--- src/rtl/id_operand_scoreboard.sv ---
`default_nettype none
// ============================================================================
// Module      : id_operand_scoreboard
// Description : ID-stage operand resolution: priority forwarding merge for
//               NREAD read ports plus load-use hazard detection via a
//               LOAD_LAT-deep pending-load shift table.
// Revision    : 1.0  initial release
// ============================================================================
module id_operand_scoreboard #(
    parameter int NREAD    = 2,
    parameter int NSTG     = 3,
    parameter int LOAD_LAT = 2,
    parameter int DW       = 32,
    parameter int AW       = 5
) (
    input  logic                  clk,
    input  logic                  rst,
    input  logic                  flush_i,
    input  logic                  hold_i,
    input  logic                  issue_valid_i,
    input  logic                  issue_is_load_i,
    input  logic [AW-1:0]         issue_waddr_i,
    input  logic [NREAD-1:0]      rd_en_i,
    input  logic [NREAD*AW-1:0]   raddr_i,
    input  logic [NREAD*DW-1:0]   rf_rdata_i,
    input  logic [NSTG-1:0]       fwd_we_i,
    input  logic [NSTG*AW-1:0]    fwd_waddr_i,
    input  logic [NSTG*DW-1:0]    fwd_wdata_i,
    output logic [NREAD*DW-1:0]   rdata_o,
    output logic                  stallreq_o,
    output logic [31:0]           stall_cnt_o
);

    logic [LOAD_LAT-1:0]         pend_v_q, pend_v_d;
    logic [LOAD_LAT-1:0][AW-1:0] pend_a_q, pend_a_d;
    logic [31:0]                 stall_cnt_q;
    logic                        w_stall;
    logic                        w_ins;

    // Per-port forwarding: lowest (youngest) matching stage wins, r0 forced to zero.
    for (genvar p = 0; p < NREAD; p++) begin : g_port
        logic [AW-1:0] w_ra;
        logic [DW-1:0] w_res;

        assign w_ra = raddr_i[p*AW +: AW];

        always_comb begin
            w_res = rf_rdata_i[p*DW +: DW];
            for (int s = NSTG - 1; s >= 0; s--) begin
                if (fwd_we_i[s] && (fwd_waddr_i[s*AW +: AW] == w_ra)) begin
                    w_res = fwd_wdata_i[s*DW +: DW];
                end
            end
            if (w_ra == '0) begin
                w_res = '0;
            end
        end

        assign rdata_o[p*DW +: DW] = w_res;
    end

    always_comb begin
        w_stall = 1'b0;
        for (int p = 0; p < NREAD; p++) begin
            if (rd_en_i[p] && (raddr_i[p*AW +: AW] != '0)) begin
                for (int k = 0; k < LOAD_LAT; k++) begin
                    if (pend_v_q[k] && (pend_a_q[k] == raddr_i[p*AW +: AW])) begin
                        w_stall = 1'b1;
                    end
                end
            end
        end
    end

    // A stalled instruction is not really issued, so it must not enter the table.
    assign w_ins = issue_valid_i & issue_is_load_i & ~w_stall & (issue_waddr_i != '0);

    always_comb begin
        pend_v_d = pend_v_q;
        pend_a_d = pend_a_q;
        if (!hold_i) begin
            for (int k = LOAD_LAT - 1; k >= 1; k--) begin
                pend_v_d[k] = pend_v_q[k-1];
                pend_a_d[k] = pend_a_q[k-1];
            end
            pend_v_d[0] = w_ins;
            pend_a_d[0] = issue_waddr_i;
        end
        if (flush_i) begin
            pend_v_d = '0;
        end
    end

    always_ff @(posedge clk) begin
        if (rst) begin
            pend_v_q <= '0;
            pend_a_q <= '0;
        end else begin
            pend_v_q <= pend_v_d;
            pend_a_q <= pend_a_d;
        end
    end

    always_ff @(posedge clk) begin
        if (rst) begin
            stall_cnt_q <= '0;
        end else if (w_stall && (stall_cnt_q != 32'hFFFF_FFFF)) begin
            stall_cnt_q <= stall_cnt_q + 32'd1;
        end
    end

    assign stallreq_o  = w_stall;
    assign stall_cnt_o = stall_cnt_q;

endmodule
`default_nettype wire
--- config.mk ---
export PLATFORM = sky130hd
export DESIGN_NAME = id_operand_scoreboard
export DESIGN_NICKNAME = d
export VERILOG_FILES = /design/src/rtl/id_operand_scoreboard.sv
export SDC_FILE = /design/constraint.sdc
export NUM_CORES = 1
export LEC_CHECK = 0
export ABC_AREA = 1
export BUFFER_PORTS_ARGS = -buffer_cell sky130_fd_sc_hd__clkbuf_2
export CAP_MARGIN = 20
export CELL_PAD_IN_SITES_DETAIL_PLACEMENT = 2
export CELL_PAD_IN_SITES_GLOBAL_PLACEMENT = 2
export CORE_MARGIN = 2
export CORE_UTILIZATION = 22
export CTS_CLUSTER_DIAMETER = 60
export DETAILED_ROUTE_END_ITERATION = 8
export GPL_TIMING_DRIVEN = 0
export PLACE_DENSITY_LB_ADDON = 0.1
export SLEW_MARGIN = 40
export SYNTH_ARGS = -nofsm -noshare
export SYNTH_HDL_FRONTEND = slang
export SYNTH_SLANG_ARGS = --single-unit
--- constraint.sdc ---
create_clock -name clk -period 2.6 [get_ports clk]
set_input_delay 0.65 -clock clk [delete_from_list [all_inputs] [get_ports clk]]
set_output_delay 0.65 -clock clk [all_outputs]
set_load 0.1 [all_outputs]
Yosys cells after proc, flatten, opt, wreduce, memory -nomap -nowiden
Index checks and enable logic that the tools add are counted.
{"block": "classes", "n_addsub": 1, "n_eq_ne": 11, "mux": 14, "bitwise": 4, "n_reduce_logical": 19}
{"cell": "2-to-1 mux 32 bit", "count": 8}
{"cell": "== test 5 bit", "count": 10}
{"cell": "adder 32 x 1 -> 32 bit, second input constant", "count": 1}
{"cell": "!= test 32 bit, second input constant", "count": 1}
{"cell": "nonzero test 5 bit", "count": 3}
{"cell": "logical AND 1 bit", "count": 13}
{"cell": "logical NOT 5 bit", "count": 2}
{"cell": "2-to-1 mux 1 bit", "count": 6}
{"cell": "bitwise AND 1 bit", "count": 3}
{"cell": "OR reduction 2 bit", "count": 1}
{"cell": "inverter 1 bit", "count": 1}
{"block": "totals", "register_bits": 44, "output_inout_bits": 97}

Logic depth before layout (Yosys ltp)
{"block": "logic_depth", "ltp_word": 11, "mapped_depth": 13, "depth_no_buf": 11}

Least setup slack after synthesis
OpenSTA, ideal clock, no wires.
{"block": "synth_timing", "path_type": "input -> output", "from": "in raddr_i[6]", "to": "out rdata_o[33]", "t_arrival_ps": 2328, "required_ps": 1950, "slack_ps": -378, "stages": 9, "n_path_buf": 2, "cell_sequence": "buf_2 > inv_1 > o22ai_1 > nor2_1 > clkbuf_1 > nand4_1 > nand3_1 > nand2_1 > inv_1"}
{"block": "synth_via", "elab_chain_len": 6, "word_cells_on_any_way": 11}
{"element": "start, declared", "line": "24", "text": "input logic [NREAD*AW-1:0] raddr_i,"}
{"element": "== test 5 bit", "line": "50", "text": "if (fwd_we_i[s] && (fwd_waddr_i[s*AW +: AW] == w_ra)) begin"}
{"element": "logical AND 1 bit", "line": "50"}
{"element": "2-to-1 mux 32 bit (3 in a row)", "line": "50"}
{"element": "2-to-1 mux 32 bit (*)", "line": "54", "text": "if (w_ra == '0) begin"}
{"element": "end, declared", "line": "29", "text": "output logic [NREAD*DW-1:0] rdata_o,"}
Mark *: on every way between the ends. The rest lies on a longest branch, timed or not.

Final worst setup path
{"block": "layout_timing", "from": "in raddr_i[4]", "to": "out rdata_o[29]"}
The elaborated chain is that of the path after synthesis.

==> flow_summary.toml <==
[global_routing]
overflow = 0
antenna_found_initial = 9
grt_usage_pct = 29.02
use_met2_pct = 52.57
top_usage_layer = "met2"
grt_first_pass_wirelength_um = 69740
use_met1_pct = 34.36
use_met3_pct = 5.125
grt_pass1_vias = 11810
grt_max_degree = 16

[detailed_routing]
wire_per_inst_um = 23.12
vias = 10780
wl_um = 48520
dr.pass1.iters = 7
drc = 0
via_per_inst = 5.133
ant_nets = 0
drtIter0Drc = 557

[synthesis]
syn-instance-count = 1323
yosysWarnings = 0
synthAdderAreaFrac_pct = 0.1920
synth.area.mux_share_pct = 0
synth_area_per_cell_um2 = 4.925
ys_seq_elements = 44
synth_xor_area_share_pct = 2.016
yosys-top-cells-area = "nand2_1 (21%), dfxtp_1 (14%), nand3_1 (13%), nor2_1 (12%), inv_1 (12%)"
yosys-top-cells-count = "nand2_1 (371), nor2_1 (215), inv_1 (200)"
synth_top_family_by_area = "simple AND/OR/NAND/NOR gates"
ys.flop_type = "dfxtp_1"
syn_nets = 1525
synth-compound-area-share_pct = 6.720
synth.most_common_cell = "nand2_1"
synth_edf_count = 0
ys_types = 28
syn_area_mm2 = 0.006516
synth_top_area_share_pct = 21.37
async_reset_ff_share_pct = 0
synth_simple_gate_area_share_pct = 60.33
yosysTopAreaCell = "nand2_1"
ys_seq_area_share_pct = 13.52

[timing]
max_slew_margin_pct = 63.36
period_share_pct = 114.9
period_needed_ns = 2.989
report.final.slew_viol_count = 0
setup_violations = 65
hold_viol = 0
hold_slack_ns = 0.5230
tightestPinTransition_ns = 0.5520
fin_worst_skew_ns = 0.008126
timing.final.ws_setup_ns = -0.3887
timing.fmax_ghz = 0.3346
rsz0062_at_grt = "true"

[clock_network]
cts_tree = "built"
clock_latency_ns = 0.30
clock_path_buffers = 2
h-tree-depth = 2
cts.clk_slew.worst_paths_ns = 0.07
cts_made_buffers = 5
root_buffer = "clkbuf_16"
clock-sinks = 44

[floorplan]
io_pins = 298
initial_core_util_pct = 22.16
chipHeight_um = 176.1
core_area_mm2 = 0.02940
row_count = 63
fp.dieArea_mm2 = 0.03101
fp.dieW_um = 176.1

[power]
p_total_mw = 4.177
power_density_mw_per_mm2 = 312.1
ir_drop_uv = 224.6
leakage_nw = 6.589

[layout]
area_growth_pct = 105.4
nFillCells = 3386
final_nets = 1904
drive_above_1_share_pct = 48.91

[placement]
io_buffers = 295
dp_hpwl_um = 31930
place_ws_ns = -1.126
place_congestion = 0.8722

[critical_path]
start_kind = "input pin"
crit_type = "in -> out"
end_kind = "output pin"
cp.required_ns = 1.95
worstPathMaxFanout = 5
arrival_ns = 2.34

[outcome]
status = "finished, violations left"
violations = "negative setup slack"

[min_path]
min_path_type = "reg -> reg"

[run]
drv_cap = 0
==> logic make-up after synthesis <==
logic type               after synthesis
flip-flops                            44
AND/OR/NAND/NOR                      892
AO/OA/AOI/OAI                         84
adder cells (fa/ha/maj)                1
buffers and inverters                287
XOR/XNOR                              15
==> cell type report <==
type	count	area [um^2]	area share, %
clock inverter	3	47.55	0.3553
antenna	6	15.01	0.1122
clock buffer	5	125.1	0.9349
buffer	75	740.7	5.535
sequential	44	880.8	6.582
timing repair buffer	374	3951	29.53
multi-input combinational	993	5979	44.68
inverter	209	1155	8.629
tap	390	488.0	3.646
==> power by group <==
group | internal [mW] | total (mW) | switching, mW
combinational | 1.02 | 2.71 | 1.68
sequential | 0.684 | 0.698 | 0.0137
clock | 0.458 | 0.772 | 0.314
total | 2.17 | 4.18 | 2.01
==> cell usage in the layout (no fill, tap or decap), types with 16 or more instances in the layout <==
cell type   netlist  layout
buf_6             3      21
inv_1           200     123
buf_8             0      16
nand2_1         371     262
clkinvlp_4        0      64
clkbuf_2          0     224
nand3_2           2     122
nand2_2           2      86
nor2_1          215     185
nand3_1         174      42
nor2_2            1      22
nand4_1         105     105
buf_4             0      50
clkbuf_16         0      86
nand2_4           1      26
dfxtp_1          44      44
a21oi_1          53      44
==> worst max-delay path, stage by stage <==
cell and delay, ns:
clkbuf_16 0.15, inv_12 0.07, o21ai_2 0.07, a21oi_4 0.29, buf_6 0.20, clkbuf_16 0.15
nand4_1 0.12, nand3_2 0.11, nand3_2 0.10, nand2_2 0.10, clkinvlp_4 0.10, clkbuf_16 0.20
==> metal layers <==
metal	share of wire (%)	up-vias
met1	41	5310
met2	51	351
met4	3.6	6
met3	4.6	104
li1	-	5004
met5	0.091	-
==> registers in the layout, indices dropped and copies added (netlist names) <==
name	count
stall_cnt_o	32
pend_a_q	10
pend_v_q	2
==> stage by stage <==
stage	std cells	util [%]	instance area, um^2	setup TNS, ns
global placement	2008	31.12	9151	-64.24
global route	2096	45.49	13380	-25.00
finish	2099	45.52	13380	-21.28
detailed placement	2008	31.12	9151	-65.59
CTS	2070	43.18	12690	-16.35
floorplan	1323	-	7187	-1.864
==> path summary, 6_finish.rpt <==
kind                                        end  cells past startpoint      startpoint  slack [ns]
worst max-delay path                rdata_o[29]                     12      raddr_i[4]       -0.39
worst min-delay path                pend_v_q[1]                      2     pend_v_q[1]        0.52
worst max register to register  stall_cnt_o[22]                     11  stall_cnt_o[1]        0.22
worst min register to register      pend_v_q[1]                      2     pend_v_q[1]        0.52
==> what timing repair did <==
action                     4_1_cts  5_1_grt
pin swaps                       95       77
hold buffers                     0        0
setup endpoints to repair       65       65
buffers inserted                42       23
cloned                          12        3
resized for setup              553      136
No activity file was read; power rests on OpenSTA's default activity.
